File: src/rtl/alu_pkg.sv
// -----------------------------------------------------------------------------
// alu_pkg
// Shared definitions for the shared-ALU arbiter slice: datapath width, ALU
// op codes and the arbiter FSM state encoding.
// No ports (package).
// -----------------------------------------------------------------------------
package alu_pkg;

    // Operand/result width; fixed to match the ALU datapath.
    localparam int DW = 32;

    // 3-bit ALU op codes.
    localparam logic [2:0] ALU_AND  = 3'b000;
    localparam logic [2:0] ALU_OR   = 3'b001;
    localparam logic [2:0] ALU_XOR  = 3'b010;
    localparam logic [2:0] ALU_XNOR = 3'b011;
    localparam logic [2:0] ALU_ADD  = 3'b100;
    localparam logic [2:0] ALU_SUB  = 3'b101;
    localparam logic [2:0] ALU_SLT  = 3'b110;
    localparam logic [2:0] ALU_SLL  = 3'b111;

    // Arbiter FSM: accept in IDLE, compute in EXEC, present result in RESP.
    typedef enum logic [1:0] {
        S_IDLE = 2'd0,
        S_EXEC = 2'd1,
        S_RESP = 2'd2
    } state_t;

endpackage

File: src/rtl/alu_share_arb_if.sv
// -----------------------------------------------------------------------------
// alu_share_arb_if
// Bundles the two request channels, the response channel and the completion
// counter of alu_share_arb.
//   master : requesters + response consumer (drives req*_valid/op/a/b, rsp_ready)
//   slave  : the arbiter (drives req*_ready, rsp_*, ops_done)
// -----------------------------------------------------------------------------
interface alu_share_arb_if;
    import alu_pkg::*;

    logic          req0_valid;
    logic          req0_ready;
    logic [2:0]    req0_op;
    logic [DW-1:0] req0_a;
    logic [DW-1:0] req0_b;

    logic          req1_valid;
    logic          req1_ready;
    logic [2:0]    req1_op;
    logic [DW-1:0] req1_a;
    logic [DW-1:0] req1_b;

    logic          rsp_valid;
    logic          rsp_ready;
    logic          rsp_id;
    logic [DW-1:0] rsp_f;
    logic          rsp_zf;
    logic          rsp_of;

    logic [15:0]   ops_done;

    modport master (
        output req0_valid, req0_op, req0_a, req0_b,
        output req1_valid, req1_op, req1_a, req1_b,
        output rsp_ready,
        input  req0_ready, req1_ready,
        input  rsp_valid, rsp_id, rsp_f, rsp_zf, rsp_of, ops_done
    );

    modport slave (
        input  req0_valid, req0_op, req0_a, req0_b,
        input  req1_valid, req1_op, req1_a, req1_b,
        input  rsp_ready,
        output req0_ready, req1_ready,
        output rsp_valid, rsp_id, rsp_f, rsp_zf, rsp_of, ops_done
    );

endinterface

File: src/rtl/alu_core.sv
// -----------------------------------------------------------------------------
// alu_core
// Purely combinational 32-bit ALU.
//   A, B    in  DW  operands
//   ALU_OP  in  3   op code (alu_pkg::ALU_*)
//   F       out DW  result, truncated to DW
//   ZF      out 1   F == 0
//   OF      out 1   signed overflow for ADD/SUB, 0 for every other op
// SLT is a signed compare yielding 0/1; SLL shifts B left by A.
// -----------------------------------------------------------------------------
module alu_core
    import alu_pkg::*;
(
    input  logic [DW-1:0] A,
    input  logic [DW-1:0] B,
    input  logic [2:0]    ALU_OP,
    output logic [DW-1:0] F,
    output logic          ZF,
    output logic          OF
);

    logic [DW-1:0] sum;
    logic [DW-1:0] diff;

    assign sum  = A + B;
    assign diff = A - B;

    always_comb begin
        // NOTE: every output gets a default first so no path through the case leaves it unassigned and infers a latch.
        F  = '0;
        OF = 1'b0;
        case (ALU_OP)
            ALU_AND:  F = A & B;
            ALU_OR:   F = A | B;
            ALU_XOR:  F = A ^ B;
            ALU_XNOR: F = ~(A ^ B);
            ALU_ADD: begin
                F  = sum;
                // Same-sign operands producing an opposite-sign sum.
                OF = (A[DW-1] == B[DW-1]) && (sum[DW-1] != A[DW-1]);
            end
            ALU_SUB: begin
                F  = diff;
                // Opposite-sign operands where the difference takes B's sign.
                OF = (A[DW-1] != B[DW-1]) && (diff[DW-1] != A[DW-1]);
            end
            ALU_SLT:  F = {{(DW-1){1'b0}}, ($signed(A) < $signed(B))};
            ALU_SLL:  F = B << A;
            default:  F = '0;
        endcase
    end

    assign ZF = ~|F;

endmodule

File: src/rtl/alu_share_arb.sv
// -----------------------------------------------------------------------------
// alu_share_arb
// Shares one alu_core between two requesters. A request is accepted in IDLE,
// its operands registered, the ALU evaluated from the registers in EXEC and the
// F/ZF/OF result held on the response channel in RESP until taken.
// Accept at cycle N -> rsp_valid at N+2; at most one op in flight.
//   clk, rst   single clock, synchronous active-high reset
//   bus        alu_share_arb_if.slave: req0_*/req1_* request channels,
//              rsp_* response channel tagged with rsp_id, ops_done counter
// Parameter RR_EN: 1 = round-robin between contending ports, 0 = port 0 wins.
// -----------------------------------------------------------------------------
module alu_share_arb
    import alu_pkg::*;
#(
    parameter bit RR_EN = 1'b1
) (
    input  logic           clk,
    input  logic           rst,
    alu_share_arb_if.slave bus
);

    state_t        state;
    logic          rr_ptr;     // port that wins the next contended grant

    logic [2:0]    op_q;
    logic [DW-1:0] a_q;
    logic [DW-1:0] b_q;
    logic          id_q;

    logic          rsp_valid_q;
    logic          rsp_id_q;
    logic [DW-1:0] rsp_f_q;
    logic          rsp_zf_q;
    logic          rsp_of_q;
    logic [15:0]   done_cnt;

    logic          any_valid;
    logic          grant_id;
    logic          accept;

    logic [DW-1:0] alu_f;
    logic          alu_zf;
    logic          alu_of;

    // Arbitration: a lone valid port always wins; contention is settled by
    // rr_ptr or, with round-robin disabled, in favour of port 0.
    assign any_valid = bus.req0_valid | bus.req1_valid;
    assign grant_id  = (bus.req0_valid && bus.req1_valid) ? (RR_EN ? rr_ptr : 1'b0)
                                                          : bus.req1_valid;
    assign accept    = (state == S_IDLE) && any_valid;

    assign bus.req0_ready = accept & ~grant_id;
    assign bus.req1_ready = accept &  grant_id;

    alu_core u_alu (
        .A      (a_q),
        .B      (b_q),
        .ALU_OP (op_q),
        .F      (alu_f),
        .ZF     (alu_zf),
        .OF     (alu_of)
    );

    // NOTE: the captured operands carry no reset; they are always written on accept before EXEC reads them.
    always_ff @(posedge clk) begin
        if (accept) begin
            op_q <= grant_id ? bus.req1_op : bus.req0_op;
            a_q  <= grant_id ? bus.req1_a  : bus.req0_a;
            b_q  <= grant_id ? bus.req1_b  : bus.req0_b;
            id_q <= grant_id;
        end
    end

    // NOTE: state uses non-blocking assignments so every register samples pre-edge values, independent of statement order.
    always_ff @(posedge clk) begin
        if (rst) begin
            state       <= S_IDLE;
            rr_ptr      <= 1'b0;
            rsp_valid_q <= 1'b0;
            rsp_id_q    <= 1'b0;
            rsp_f_q     <= '0;
            rsp_zf_q    <= 1'b0;
            rsp_of_q    <= 1'b0;
            done_cnt    <= '0;
        end else begin
            case (state)
                S_IDLE: begin
                    if (any_valid) begin
                        rr_ptr <= ~grant_id;
                        state  <= S_EXEC;
                    end
                end
                S_EXEC: begin
                    rsp_f_q     <= alu_f;
                    rsp_zf_q    <= alu_zf;
                    rsp_of_q    <= alu_of;
                    rsp_id_q    <= id_q;
                    rsp_valid_q <= 1'b1;
                    state       <= S_RESP;
                end
                S_RESP: begin
                    if (bus.rsp_ready) begin
                        rsp_valid_q <= 1'b0;
                        done_cnt    <= done_cnt + 16'd1;   // wraps silently
                        state       <= S_IDLE;
                    end
                end
                default: state <= S_IDLE;
            endcase
        end
    end

    assign bus.rsp_valid = rsp_valid_q;
    assign bus.rsp_id    = rsp_id_q;
    assign bus.rsp_f     = rsp_f_q;
    assign bus.rsp_zf    = rsp_zf_q;
    assign bus.rsp_of    = rsp_of_q;
    assign bus.ops_done  = done_cnt;

endmodule
File: src/flat_wrapper.sv
// flat-port wrapper written by rule: the top's interface ports become plain ports
module alu_share_arb_flat import alu_pkg::*;
#(
    parameter bit RR_EN = 1'b1
)
  (clk, rst, bus_req0_valid, bus_req0_op, bus_req0_a, bus_req0_b, bus_req1_valid, bus_req1_op, bus_req1_a, bus_req1_b, bus_rsp_ready, bus_req0_ready, bus_req1_ready, bus_rsp_valid, bus_rsp_id, bus_rsp_f, bus_rsp_zf, bus_rsp_of, bus_ops_done);
  alu_share_arb_if bus_i ();
  input  logic clk;
  input  logic rst;
  input wire logic [$bits(bus_i.req0_valid)-1:0] bus_req0_valid;
  input wire logic [$bits(bus_i.req0_op)-1:0] bus_req0_op;
  input wire logic [$bits(bus_i.req0_a)-1:0] bus_req0_a;
  input wire logic [$bits(bus_i.req0_b)-1:0] bus_req0_b;
  input wire logic [$bits(bus_i.req1_valid)-1:0] bus_req1_valid;
  input wire logic [$bits(bus_i.req1_op)-1:0] bus_req1_op;
  input wire logic [$bits(bus_i.req1_a)-1:0] bus_req1_a;
  input wire logic [$bits(bus_i.req1_b)-1:0] bus_req1_b;
  input wire logic [$bits(bus_i.rsp_ready)-1:0] bus_rsp_ready;
  output wire logic [$bits(bus_i.req0_ready)-1:0] bus_req0_ready;
  output wire logic [$bits(bus_i.req1_ready)-1:0] bus_req1_ready;
  output wire logic [$bits(bus_i.rsp_valid)-1:0] bus_rsp_valid;
  output wire logic [$bits(bus_i.rsp_id)-1:0] bus_rsp_id;
  output wire logic [$bits(bus_i.rsp_f)-1:0] bus_rsp_f;
  output wire logic [$bits(bus_i.rsp_zf)-1:0] bus_rsp_zf;
  output wire logic [$bits(bus_i.rsp_of)-1:0] bus_rsp_of;
  output wire logic [$bits(bus_i.ops_done)-1:0] bus_ops_done;
  assign bus_i.req0_valid = bus_req0_valid;
  assign bus_i.req0_op = bus_req0_op;
  assign bus_i.req0_a = bus_req0_a;
  assign bus_i.req0_b = bus_req0_b;
  assign bus_i.req1_valid = bus_req1_valid;
  assign bus_i.req1_op = bus_req1_op;
  assign bus_i.req1_a = bus_req1_a;
  assign bus_i.req1_b = bus_req1_b;
  assign bus_i.rsp_ready = bus_rsp_ready;
  assign bus_req0_ready = bus_i.req0_ready;
  assign bus_req1_ready = bus_i.req1_ready;
  assign bus_rsp_valid = bus_i.rsp_valid;
  assign bus_rsp_id = bus_i.rsp_id;
  assign bus_rsp_f = bus_i.rsp_f;
  assign bus_rsp_zf = bus_i.rsp_zf;
  assign bus_rsp_of = bus_i.rsp_of;
  assign bus_ops_done = bus_i.ops_done;
  alu_share_arb #(.RR_EN(RR_EN)) u_core (.clk(clk), .rst(rst), .bus(bus_i));
endmodule
File: config.mk
export PLATFORM = sky130hd
export DESIGN_NAME = alu_share_arb_flat
export DESIGN_NICKNAME = d
export VERILOG_FILES = /design/src/rtl/alu_pkg.sv /design/src/rtl/alu_share_arb_if.sv /design/src/rtl/alu_core.sv /design/src/rtl/alu_share_arb.sv /design/src/flat_wrapper.sv
export SDC_FILE = /design/constraint.sdc
export NUM_CORES = 1
export LEC_CHECK = 0
export CORE_MARGIN = 3
export CORE_UTILIZATION = 32
export CTS_CLUSTER_DIAMETER = 60
export CTS_CLUSTER_SIZE = 16
export DETAILED_ROUTE_END_ITERATION = 10
export GPL_TIMING_DRIVEN = 0
export PLACE_DENSITY_LB_ADDON = 0.05
export SYNTH_ARGS = -nofsm -noshare
export SYNTH_HDL_FRONTEND = slang
export SYNTH_SLANG_ARGS = --single-unit
File: constraint.sdc
create_clock -name clk -period 4.3 [get_ports clk]
set_clock_uncertainty 0.15 [all_clocks]
set_input_delay 0.43 -clock clk [delete_from_list [all_inputs] [get_ports clk]]
set_output_delay 0.43 -clock clk [all_outputs]
set_load 0.03 [all_outputs]
# --- Word level (Yosys, flattened, before mapping) ---
# Cells that the tools add are included.
totals:
  ff_bits: 123
  latch_bits: 0
  ramBits: 0
  rom_bits: 0
  inputBits: 139
  wordCells: 64
  memories: 0
op_classes:
  add_sub_neg: 3
  mul: 0
  n_div: 0
  n_lt_le_gt_ge: 1
  n_eq_ne: 15
  shift: 1
  muxes: 11
  n_bitwise: 8
  n_reduce_logical: 13
op_table:
  columns: ["cell", "count"]
  rows:
  - ["one-hot mux 32 bit (8 select lines)", 1]
  - ["two-way mux 32 bit", 2]
  - ["adder 32 bit", 1]
  - ["AND 32 bit", 1]
  - ["less-than comparator 32 bit", 1]
  - ["inverter 32 bit", 1]
  - ["OR 32 bit", 1]
  - ["OR reduction 32 bit", 1]
  - ["<< shifter 32 x 32 -> 32 bit", 1]
  - ["subtractor 32 bit", 1]
  - ["bitwise XOR 32 bit", 1]
  - ["adder 16 x 1 -> 16 bit (second input constant)", 1]
  - ["== test 3 bit (second input constant)", 4]
  - ["AND reduction 2 bit", 4]
  - ["== test 3 x 2 -> 1 bit (second input constant)", 2]
  - ["one-hot mux 2 bit (3 select lines)", 1]
  - ["logical AND 1 bit", 4]
  - ["two-way mux 2 bit", 2]
  - ["one-hot mux 1 bit (2 select lines)", 2]
  - ["== test 3 x 1 -> 1 bit (second input constant)", 1]
  - ["logical NOT 3 bit", 1]
  - ["two-way mux 3 bit", 1]
  - ["!= test 1 bit", 3]
  - ["AND 1 bit", 2]
  - ["11 further kinds", 12]

# --- Logic depth before layout (Yosys ltp) ---
# Gate-level depths: netlist of run 1.
depth:
  ltp_word: 5
  ltp_mapped: 19

# --- By module ---
# A second synthesis of run 1 with hierarchy kept.
hier_totals:
  cells_unflattened: 1565
  hier_area_um2: 12949.9
by_module_without_submodules:
  columns: ["mod", "instances", "cells_each", "area_per_inst_um2"]
  rows:
  - ["alu_core", 1, 1170, 8029.0]
  - ["alu_share_arb", 1, 395, 4921.0]

# --- Worst setup path after synthesis of run 1 ---
# OpenSTA, ideal clock, no wires.
synth_timing:
  path_kind: "register to register"
  from: "register u_core.a_q[2]"
  to: "register u_core.rsp_zf_q (netlist: u_core.bus.rsp_zf)"
  setup_time_ns: 0.060
  t_arrival_ns: 4.016
  slack_ns: 0.074
  stages_incl_launch_ff: 19
  path_cell_list: "edfxtp_1 buf_6 buf_8 buf_4 buf_6 inv_2 clkbuf_1 ha_1 nand2b_1 a2111o_1 a21oi_2 o2bb2ai_1 o21ai_1 a21boi_1 xor2_1 a211oi_1 o2111ai_1 nor4_2 a32o_2"
synth_between:
  elab_chain_cells: 5
  word_cells_on_any_way: 11
  cone_classes: "add/sub (2); order compare (1); shift (1); mux (1); bitwise (4); reduce/logical (2)"
synth_lines:
  columns: ["element", "line_no", "text"]
  rows:
  - ["from (decl)", "alu_share_arb.sv:26", "logic [DW-1:0] a_q;"]
  - ["from (signal assigned)", "alu_share_arb.sv:68", "a_q <= grant_id ? bus.req1_a : bus.req0_a;"]
  - ["branches (longest 2 deep; another with subtractor 32 bit)", null, null]
  - ["one-hot mux 32 bit (8 select lines) (*)", "alu_core.sv:32", "case (ALU_OP)"]
  - ["OR reduction 32 bit (*)", "alu_core.sv:53", "assign ZF = ~|F;"]
  - ["logical NOT 1 bit (*)", "alu_core.sv:53", null]
  - ["to (signal assigned)", "alu_share_arb.sv:95", "rsp_zf_q <= alu_zf;"]
  - ["to (decl)", "alu_share_arb.sv:33", "logic rsp_zf_q;"]
# Every way passes the cells marked *.
# A chain may end at the register's enable or synchronous reset.

# --- Final worst setup path of run 1 ---
layout_timing:
  from: "register u_core.op_q[1]"
  to: "register u_core.rsp_zf_q (netlist: u_core.bus.rsp_zf)"
layout_between:
  elab_chain_cells: 4
  word_cells_on_any_way: 11
  cone_classes: "eq/ne (7); mux (1); reduce/logical (3)"
layout_lines:
  columns: ["element", "line_no", "text"]
  rows:
  - ["from (decl)", "alu_share_arb.sv:25", "logic [2:0] op_q;"]
  - ["from (signal assigned)", "alu_share_arb.sv:67", "op_q <= grant_id ? bus.req1_op : bus.req0_op;"]
  - ["== test 3 bit, or another cell as far along", "alu_core.sv:32", null]
  - ["one-hot mux 32 bit (8 select lines) (*)", "alu_core.sv:32", null]
  - ["OR reduction 32 bit (*)", "alu_core.sv:53", null]
  - ["logical NOT 1 bit (*)", "alu_core.sv:53", null]
# Every way passes the cells marked *; elsewhere a longest branch is shown, timed or not.

==> out/metrics.json, run 1 <==
{
  "finalCritPeriodShare": {"value": 0.988},
  "hpwl": {"value": 51000, "unit": "microns"},
  "io_pins": {"value": 193},
  "num_vias": {"value": 14500},
  "detail_route.first_pass.iterations": {"value": 5},
  "synth.yosys.warnings": {"value": 0},
  "placementRows": {"value": 73},
  "p_sw": {"value": 3.17, "unit": "mW"},
  "worstSetupStartpointType": {"value": "register"},
  "finalWeightedCongestion": {"value": 0.997},
  "yosysTopAreaCell": {"value": "edfxtp_1"},
  "worstRegToRegCells": {"value": 10},
  "synth_sequential_area_ratio": {"value": 0.238},
  "first_global_vias": {"value": 13700},
  "timing.final.hold_violations": {"value": 0},
  "numCtsBuffers": {"value": 17},
  "total_leakage_power": {"value": 6.94, "unit": "nW"},
  "clkTransAtPathRegs": {"value": 0.06, "unit": "ns"},
  "sequentialPowerShare": {"value": 0.232},
  "p_int": {"value": 3.63, "unit": "mW"},
  "die_height": {"value": 209, "unit": "microns"},
  "critical_path.reg2reg.startpoint": {"value": "u_core.op_q[1]$_DFFE_PP_"},
  "fillCellCount": {"value": 4194},
  "detail_route.wl_per_cell": {"value": 25.4, "unit": "microns"},
  "hold_path.startpoint": {"value": "u_core.bus.rsp_f[14]$_SDFFE_PP0P_"},
  "critical_path.reg2reg.endpoint": {"value": "u_core.bus.rsp_zf$_SDFFE_PP0P_"},
  "worstPathCellList": {"value": "or2_2, clkbuf_1, nor2_1, clkbuf_1, nand2_1, a21oi_1, nor4_4, nand4_1, nor4_2, a32o_2"},
  "dp.cells": {"value": 2428},
  "cts_tree": {"value": "done"},
  "max_cap_viol_count": {"value": 0},
  "number_of_enable_flip_flop_cells_after_synthesis": {"value": 68},
  "max_slew.worst_pin.slew": {"value": 1.12, "unit": "ns"},
  "hold-worst-slack": {"value": 0.302, "unit": "ns"},
  "antenna_found_initial": {"value": 0},
  "mappedNetlistArea": {"value": 13200, "unit": "sq um"},
  "worstSkewPairLatency": {"value": 0.45, "unit": "ns"},
  "combinationalPowerShare": {"value": 0.566},
  "die_area": {"value": 43800, "unit": "sq um"},
  "worst_ep_required": {"value": 4.49, "unit": "ns"},
  "crit_path_max_incr_delay": {"value": 0.97, "unit": "ns"},
  "grt_max_degree": {"value": 68},
  "power.share.switching": {"value": 0.466},
  "max_clock_freq": {"value": 235, "unit": "MHz"},
  "fin_setup_tns": {"value": 0, "unit": "ns"},
  "dr_iter_0_viols": {"value": 1399},
  "die_w": {"value": 209, "unit": "microns"},
  "area_growth_syn_to_layout": {"value": 31.0, "unit": "%"},
  "ys_ff_latch": {"value": 123},
  "post_drt_via_cell_ratio": {"value": 5.79},
  "setup.worst_path.end_class": {"value": "register"},
  "crit_arrival": {"value": 4.44, "unit": "ns"},
  "worst_slack": {"value": 0.0530, "unit": "ns"},
  "layout_min_cycle_time": {"value": 4.25, "unit": "ns"},
  "clkSinkCount": {"value": 123},
  "drc_errors": {"value": 0},
  "grt_first_pass_wirelength": {"value": 91900, "unit": "microns"},
  "multi_input_comb_area": {"value": 9700, "unit": "sq um"},
  "relSlewSlack": {"value": 0.252},
  "synthTopCellsByArea": {"value": "edfxtp_1 15%, ha_1 10%, nand2_1 9.3%"},
  "timing.hold.worst_endpoint": {"value": "u_core.bus.rsp_f[14]$_SDFFE_PP0P_"},
  "reg_area": {"value": 3140, "unit": "sq um"},
  "floorplan.initialDensity": {"value": 0.328},
  "postSynth.topFlopCell": {"value": "edfxtp_1"},
  "pwr-share-clk": {"value": 0.202},
  "worst-r2r-setup-slack": {"value": 0.05, "unit": "ns"},
  "global_route.overflow_total": {"value": 0},
  "cpMaxStageDelayCell": {"value": "nor2_1"},
  "detail_route.wirelength": {"value": 63500, "unit": "microns"},
  "critPathMaxFanout": {"value": 10},
  "power.ir.vdd_worst": {"value": 0.224, "unit": "mV"},
  "clock_tree.root_cell": {"value": "clkbuf_16"},
  "ctsLongestPathBuffers": {"value": 2},
  "design_power_total": {"value": 6.80, "unit": "mW"},
  "hold_path_class": {"value": "reg -> reg"},
  "report.final.slew_viol_count": {"value": 0},
  "power-per-cell-area": {"value": 392, "unit": "nW/um^2"},
  "finalSetupViolations": {"value": 0},
  "placement.setup.worst_slack": {"value": -1.42, "unit": "ns"},
  "number_of_h_tree_levels": {"value": 4},
  "layout_cell_share_with_drive_strength_beyond_1": {"value": 0.136},
  "port_buffers": {"value": 191},
  "critPathTopFamily": {"value": "simple AND/OR/NAND/NOR gates"},
  "critical_path_class": {"value": "reg -> reg"},
  "worst_hold_path.num_cells": {"value": 2},
  "grt.total_usage": {"value": 0.280},
  "core_region_area": {"value": 40300, "unit": "sq um"},
  "mapped_nets": {"value": 1958},
  "postSynth.asyncResetShare": {"value": 0},
  "layout_commonest_cell": {"value": "nand2_1"},
  "synthesis.area_per_instance": {"value": 7.73, "unit": "sq um"},
  "most-common-layout-cells": {"value": "328 x nand2_1, 191 x clkdlybuf4s50_1, 147 x nor2_1"},
  "layout.cells.non_filler": {"value": 2503},
  "layout_nets": {"value": 2211},
  "synthDominantCellAreaShare": {"value": 0.154},
  "outcome": {"value": "finished, final reports clean"},
  "critical_path.most_common_cell": {"value": "clkbuf_1"},
  "timing.critical_path.buf_inv": {"value": 2},
  "postRouteAntennaNets": {"value": 0},
  "synthesized_instance_count": {"value": 1711},
  "ys_types": {"value": 102}
}
## per-layer routing
layer / GRT usage / up-vias / share of wire
met5: 0 / - / 0
met4: 0.0995 / 0 / 0.031
met3: 0.0459 / 81 / 0.076
met2: 0.452 / 673 / 0.46
met1: 0.380 / 7020 / 0.43
li1: - / 6708 / -
## worst max-delay path by stage
| stage | from | to | slack (ns) | depth (start not counted) |
|---|---|---|---|---|
| 6_report | u_core.op_q[1]$_DFFE_PP_ | u_core.bus.rsp_zf$_SDFFE_PP0P_ | 0.05 | 10 |
| 5_1_grt | u_core.b_q[18]$_DFFE_PP_ | u_core.bus.rsp_zf$_SDFFE_PP0P_ | -0.008 | 14 |
| 4_1_cts | u_core.a_q[2]$_DFFE_PP_ | u_core.bus.rsp_zf$_SDFFE_PP0P_ | -0.002 | 16 |
| 3_5_place_dp | u_core.a_q[2]$_DFFE_PP_ | u_core.bus.rsp_zf$_SDFFE_PP0P_ | -1.42 | 18 |
| 3_3_place_gp | u_core.a_q[2]$_DFFE_PP_ | u_core.bus.rsp_zf$_SDFFE_PP0P_ | -1.46 | 18 |
| 2_1_floorplan | u_core.a_q[2]$_DFFE_PP_ | u_core.bus.rsp_zf$_SDFFE_PP0P_ | 0.07 | 18 |
## cells by family (layout without fill, tap and decap cells)
kind of cell               after synthesis  after routing  share of synthesized area
xor gates and xnor gates                53             53                     0.0351
buffers and inverters                  217            483                     0.0666
AOI/OAI and AO/OA                      437            437                      0.229
and+or+nand+nor                        696            696                      0.239
adders and majority gates              108            108                      0.103
muxes                                   77             77                     0.0894
other                                    0              1                          0
DFF                                    123            123                      0.238
## synthesized netlist by cell type, types with 6 or more instances
library cell / n
a21oi_1: 119
nand2b_1: 11
inv_1: 93
o211ai_1: 16
edfxtp_1: 68
o21bai_1: 9
nor2_1: 150
o21ai_1: 15
nand4_1: 13
nor3_1: 39
mux2_2: 7
buf_2: 17
mux2i_1: 36
and2_1: 6
and3_1: 17
a311oi_1: 6
a221oi_1: 23
a211oi_1: 30
dfxtp_1: 55
xor2_1: 20
nand2_1: 328
nand3_1: 32
xnor2_1: 33
ha_1: 106
a21o_1: 11
nor4_1: 20
o41ai_1: 7
o22ai_1: 10
clkbuf_1: 79
o21a_1: 17
mux4_2: 32
or2_2: 6
inv_2: 6
o31ai_1: 11
or3_1: 16
a211o_1: 6
o21ai_0: 55
a31oi_1: 13
or4_1: 8
nor2b_1: 18
buf_1: 11
## worst register-to-register path: stages (launching register included)
cell and delay, ns:
edfxtp_1 0.47, or2_2 0.33, clkbuf_1 0.36, nor2_1 0.97, clkbuf_1 0.67, nand2_1 0.11
a21oi_1 0.48, nor4_4 0.12, nand4_1 0.14, nor4_2 0.07, a32o_2 0.27
## power groups by stage
stage | combinational (mW) | clock (mW) | sequential (mW)
6_report | 3.85 | 1.37 | 1.58
5_1_grt | 4.08 | 1.46 | 1.59
4_1_cts | 3.59 | 1.41 | 1.59
3_5_place_dp | 3.38 | 0 | 1.63
3_3_place_gp | 3.39 | 0 | 1.63
2_1_floorplan | 2.13 | 0 | 1.59
## through the flow
stage          instance area, sq um   util
4_1_cts                       16900  0.419
6_report                      17300  0.430
2_1_floorplan                 13200      -
3_5_place_dp                  15800  0.393
3_3_place_gp                  15800  0.392
5_1_grt                       17300  0.430
## final cells by class
| type | count | area share |
|---|---|---|
| clock inverters | 14 | 0.00686 |
| multi-input cells | 1371 | 0.560 |
| flip-flops and latches | 123 | 0.181 |
| clock buffers | 18 | 0.0248 |
| inverters | 103 | 0.0246 |
| well taps | 525 | 0.0379 |
| diodes | 1 | 0.000144 |
| repair buffers | 243 | 0.135 |
| plain buffers | 105 | 0.0298 |
## repair_timing
action	in CTS	in global routing
resized for setup	75	83
hold buffers	0	0
pin swaps	16	17
buffers inserted	19	32
setup endpoints to repair	23	5
## flip-flops by register name, summed over array words and instances, names as in the netlist, 2 cells and up
| name | cells |
|---|---|
| u_core.a_q | 32 |
| u_core.op_q | 3 |
| u_core.bus.rsp_f | 32 |
| u_core.b_q | 32 |
| u_core.bus.ops_done | 16 |
| u_core.state | 2 |
Note: power is estimated with default switching activity, not from simulation.
==> inputs of run 2 (changes only) <==
SYNTH_HIERARCHICAL = 1   (was not set)
==> out/metrics.json, run 2 <==
{
  "crit_arrival": {"value": 4.82, "unit": "ns", "change": "+0.38 ns"},
  "critical_path.reg2reg.endpoint": {"value": "u_core/bus.rsp_zf$_SDFFE_PP0P_"},
  "num_vias": {"value": 13900, "change": "-4.1%"},
  "worst_ep_required": {"value": 4.52, "unit": "ns", "change": "+0.03 ns"},
  "route.layer.met1.wl": {"value": 27500, "unit": "microns", "change": "-0.37%"},
  "placementRows": {"value": 73, "change": "unchanged"},
  "layout_min_cycle_time": {"value": 4.60, "unit": "ns", "change": "+0.354 ns"},
  "synth.most_common_cell": {"value": "a21oi_1"},
  "max_cap_viol_count": {"value": 0, "change": "unchanged"},
  "hpwl": {"value": 49000, "unit": "microns", "change": "-3.8%"},
  "floorplan.initialDensity": {"value": 0.325, "change": "-0.00330"},
  "failed_checks": {"value": "setup timing"},
  "dr.max_layer_used": {"value": "met4"},
  "mapped_nets": {"value": 1810, "change": "-7.6%"},
  "detail_route.wirelength": {"value": 62300, "unit": "microns", "change": "-1.9%"},
  "clkTransAtPathRegs": {"value": 0.06, "unit": "ns", "change": "about the same"},
  "area_growth_syn_to_layout": {"value": 31.9, "unit": "%"},
  "fillCellCount": {"value": 4133, "change": "-1.5%"},
  "layout_commonest_cell": {"value": "clkdlybuf4s50_1"},
  "finalCritPeriodShare": {"value": 1.07, "change": "+0.0824"},
  "critPathMaxFanout": {"value": 4, "change": "-6"},
  "crit_path_start": {"value": "u_core/a_q[2]$_DFFE_PP_"},
  "most-common-layout-cells": {"value": "191 x clkdlybuf4s50_1, 152 x nand2_1, 150 x a21oi_1"},
  "numCtsBuffers": {"value": 17, "change": "unchanged"},
  "multi_input_comb_area": {"value": 9320, "unit": "sq um", "change": "-3.9%"},
  "worstRegToRegCells": {"value": 18, "change": "+8"},
  "relSlewSlack": {"value": 0.312, "change": "+0.0607"},
  "wl_met2": {"value": 28000, "unit": "microns", "change": "-4.0%"},
  "grt_first_pass_wirelength": {"value": 89600, "unit": "microns", "change": "-2.5%"},
  "synthDominantCellAreaShare": {"value": 0.158, "change": "+0.00335"},
  "hold_path_class": {"value": "reg -> reg"},
  "num_antenna_cells": {"value": 0, "change": "-1"},
  "outcome": {"value": "finished, violations left"},
  "max_slew.worst_pin.slew": {"value": 1.03, "unit": "ns", "change": "-0.0869 ns"},
  "port_buffers": {"value": 191, "change": "unchanged"},
  "post_synth_most_frequent_cells": {"value": "154 x a21oi_1, 152 x nand2_1, 135 x nor2_1, 104 x ha_1, 94 x inv_1"},
  "antenna_found_initial": {"value": 0, "change": "unchanged"},
  "synthTopCellsByArea": {"value": "edfxtp_1 16%, ha_1 10%, dfxtp_1 8.5%"},
  "die_area": {"value": 42900, "unit": "sq um", "change": "-2.1%"},
  "mappedNetlistArea": {"value": 12900, "unit": "sq um", "change": "-2.1%"},
  "worstSkewPairLatency": {"value": 0.45, "unit": "ns", "change": "about the same"},
  "number_of_enable_flip_flop_cells_after_synthesis": {"value": 68, "change": "unchanged"},
  "dr_iter_0_viols": {"value": 1553, "change": "+11%"},
  "ctsLongestPathBuffers": {"value": 2, "change": "unchanged"},
  "synth_sequential_area_ratio": {"value": 0.243, "change": "+0.00516"},
  "global_route.overflow_total": {"value": 0, "change": "unchanged"},
  "layout_cell_share_with_drive_strength_beyond_1": {"value": 0.184, "change": "+0.0480"},
  "ys_ff_latch": {"value": 123, "change": "unchanged"},
  "timing.final.hold_violations": {"value": 0, "change": "unchanged"},
  "postSynth.asyncResetShare": {"value": 0, "change": "unchanged"},
  "max_clock_freq": {"value": 217, "unit": "MHz", "change": "-7.7%"},
  "core_region_area": {"value": 39800, "unit": "sq um", "change": "-1.1%"},
  "die_w": {"value": 207, "unit": "microns", "change": "-1.0%"},
  "critical_path_class": {"value": "reg -> reg"},
  "postPlaceCellArea": {"value": 15500, "unit": "sq um", "change": "-2.0%"},
  "clkSinkCount": {"value": 123, "change": "unchanged"},
  "reg_area": {"value": 3140, "unit": "sq um", "change": "unchanged"},
  "cts_tree": {"value": "done"},
  "postSynth.topFlopCell": {"value": "edfxtp_1"},
  "post_drt_via_cell_ratio": {"value": 5.86, "change": "+1.2%"},
  "routed-wl-met3": {"value": 5240, "unit": "microns", "change": "+9.1%"},
  "ys_types": {"value": 100, "change": "-2.0%"},
  "finalSetupViolations": {"value": 1, "change": "+1"},
  "postRouteAntennaNets": {"value": 0, "change": "unchanged"},
  "fin_setup_tns": {"value": -0.301, "unit": "ns", "change": "-0.301 ns"},
  "detail_route.wl_per_cell": {"value": 26.3, "unit": "microns", "change": "+3.5%"},
  "design_power_total": {"value": 6.55, "unit": "mW", "change": "-3.7%"},
  "worst-r2r-setup-slack": {"value": -0.30, "unit": "ns", "change": "-0.35 ns"},
  "grt_setup_unrepaired": {"value": "yes"},
  "drc_errors": {"value": 0, "change": "unchanged"},
  "yosysTopAreaCell": {"value": "edfxtp_1"},
  "grt.total_usage": {"value": 0.278, "change": "-0.00238"},
  "synthesis.area_per_instance": {"value": 8.27, "unit": "sq um", "change": "+7.0%"},
  "power.ir.vdd_worst": {"value": 0.250, "unit": "mV", "change": "+12%"},
  "total_leakage_power": {"value": 6.58, "unit": "nW", "change": "-5.3%"},
  "detail_route.first_pass.iterations": {"value": 7, "change": "+2"},
  "layout_nets": {"value": 2079, "change": "-6.0%"},
  "post-route-cell-area": {"value": 17100, "unit": "sq um", "change": "-1.5%"},
  "grt_max_degree": {"value": 70, "change": "+2.9%"},
  "utilization": {"value": 0.429, "change": "-0.00157"},
  "io_pins": {"value": 193, "change": "unchanged"},
  "finalWeightedCongestion": {"value": 0.998, "change": "+0.10%"},
  "synth.yosys.warnings": {"value": 6, "change": "+6"},
  "die_height": {"value": 207, "unit": "microns", "change": "-1.0%"},
  "worstSetupStartpointType": {"value": "register"},
  "worst_slack": {"value": -0.301, "unit": "ns", "change": "-0.354 ns"},
  "power-per-cell-area": {"value": 383, "unit": "nW/um^2", "change": "-2.2%"},
  "clock_tree.root_cell": {"value": "clkbuf_16"},
  "setup.worst_path.end": {"value": "u_core/bus.rsp_zf$_SDFFE_PP0P_"},
  "first_global_vias": {"value": 13400, "change": "-2.2%"},
  "number_of_h_tree_levels": {"value": 4, "change": "unchanged"},
  "report.final.slew_viol_count": {"value": 0, "change": "unchanged"},
  "synthesized_instance_count": {"value": 1565, "change": "-8.5%"},
  "critical_path.reg2reg.startpoint": {"value": "u_core/a_q[2]$_DFFE_PP_"},
  "setup.worst_path.end_class": {"value": "register"}
}
run 2: changes by cell type in the layout (fill, tap and decap cells not counted), moves of 12 or more:
cell      change
nand2_1     -176
mux2_2       +70
a21oi_1      +45
a211oi_1     -18
buf_4        +15
nor2_1       -13
xnor2_1      +12
xor2_1       -12
run 2: final cells by class:
class | instances | area share
plain buffers | 101 | 0.0322
clock buffers | 20 | 0.0275
clock inverters | 12 | 0.00594
inverters | 105 | 0.0255
multi-input cells | 1231 | 0.546
flip-flops and latches | 123 | 0.184
well taps | 525 | 0.0385
repair buffers | 255 | 0.141
run 2: repair_timing:
item	in CTS	in global routing
pin swaps	19	25
gates resized for setup	73	73
endpoints found under the setup margin	23	10
buffers inserted	34	30
hold buffers	0	0
run 2: kinds of logic (layout without fill, tap and decap cells):
family          Yosys count  in the layout  share of synthesized area
compound gates          448            448                      0.232
simple gates            484            484                      0.180
fa+ha+maj               106            106                      0.104
flops                   123            123                      0.243
mux                     140            140                      0.139
xor+xnor                 53             53                     0.0358
buf+inv                 211            493                     0.0667
run 2: worst min path at each step:
| stage | slack, ns | start | endpoint | cells past startpoint |
|---|---|---|---|---|
| 6_report | 0.30 | u_core/bus.rsp_f[18]$_SDFFE_PP0P_ | u_core/bus.rsp_f[18]$_SDFFE_PP0P_ | 2 |
| 5_1_grt | 0.32 | u_core/bus.rsp_f[1]$_SDFFE_PP0P_ | u_core/bus.rsp_f[1]$_SDFFE_PP0P_ | 2 |
| 4_1_cts | 0.31 | u_core/bus.rsp_f[20]$_SDFFE_PP0P_ | u_core/bus.rsp_f[20]$_SDFFE_PP0P_ | 2 |
| 3_5_place_dp | 0.30 | u_core/bus.rsp_f[20]$_SDFFE_PP0P_ | u_core/bus.rsp_f[20]$_SDFFE_PP0P_ | 2 |
| 3_3_place_gp | 0.29 | u_core/bus.rsp_id$_SDFFE_PP0P_ | u_core/bus.rsp_id$_SDFFE_PP0P_ | 2 |
| 2_1_floorplan | 0.32 | u_core/id_q$_DFFE_PP_ | u_core/bus.rsp_id$_SDFFE_PP0P_ | 2 |
run 2: per-layer routing:
| metal | vias to the layer above | global-route usage |
|---|---|---|
| met5 | - | 0 |
| met1 | 6805 | 0.383 |
| met3 | 90 | 0.0669 |
| met2 | 682 | 0.434 |
| met4 | 0 | 0.0805 |
| li1 | 6314 | - |
run 2: metrics by stage:
step	setup WS, ns	hold slack, ns	std cells
2_1_floorplan	0.0528	0.321	1565
3_3_place_gp	-1.57	0.293	2281
3_5_place_dp	-1.54	0.297	2281
4_1_cts	-0.271	0.306	2344
5_1_grt	-0.428	0.320	2372
6_report	-0.301	0.302	2372
run 2: critical path, cell delays in order, from the launching register on:
cell and delay (ns):
edfxtp_1 0.37, buf_6 0.13, inv_2 0.05, clkbuf_16 0.15
ha_4 0.26, buf_6 0.11, nand2b_4 0.05, a2111o_1 0.53
a2111oi_4 0.48, or4_4 0.22, a21oi_2 0.06, or4b_4 0.54
a31oi_4 0.19, nand4b_1 0.25, nor4_4 0.34, nand4b_1 0.19
nor4_2 0.24, nand2_1 0.09, a21oi_2 0.13
run 2: power by group:
group	switching, mW	internal, mW	leakage (nW)	total [mW]
combinational	2.20	1.37	5.18	3.57
clock	0.627	0.803	0.286	1.43
sequential	0.154	1.39	1.11	1.54
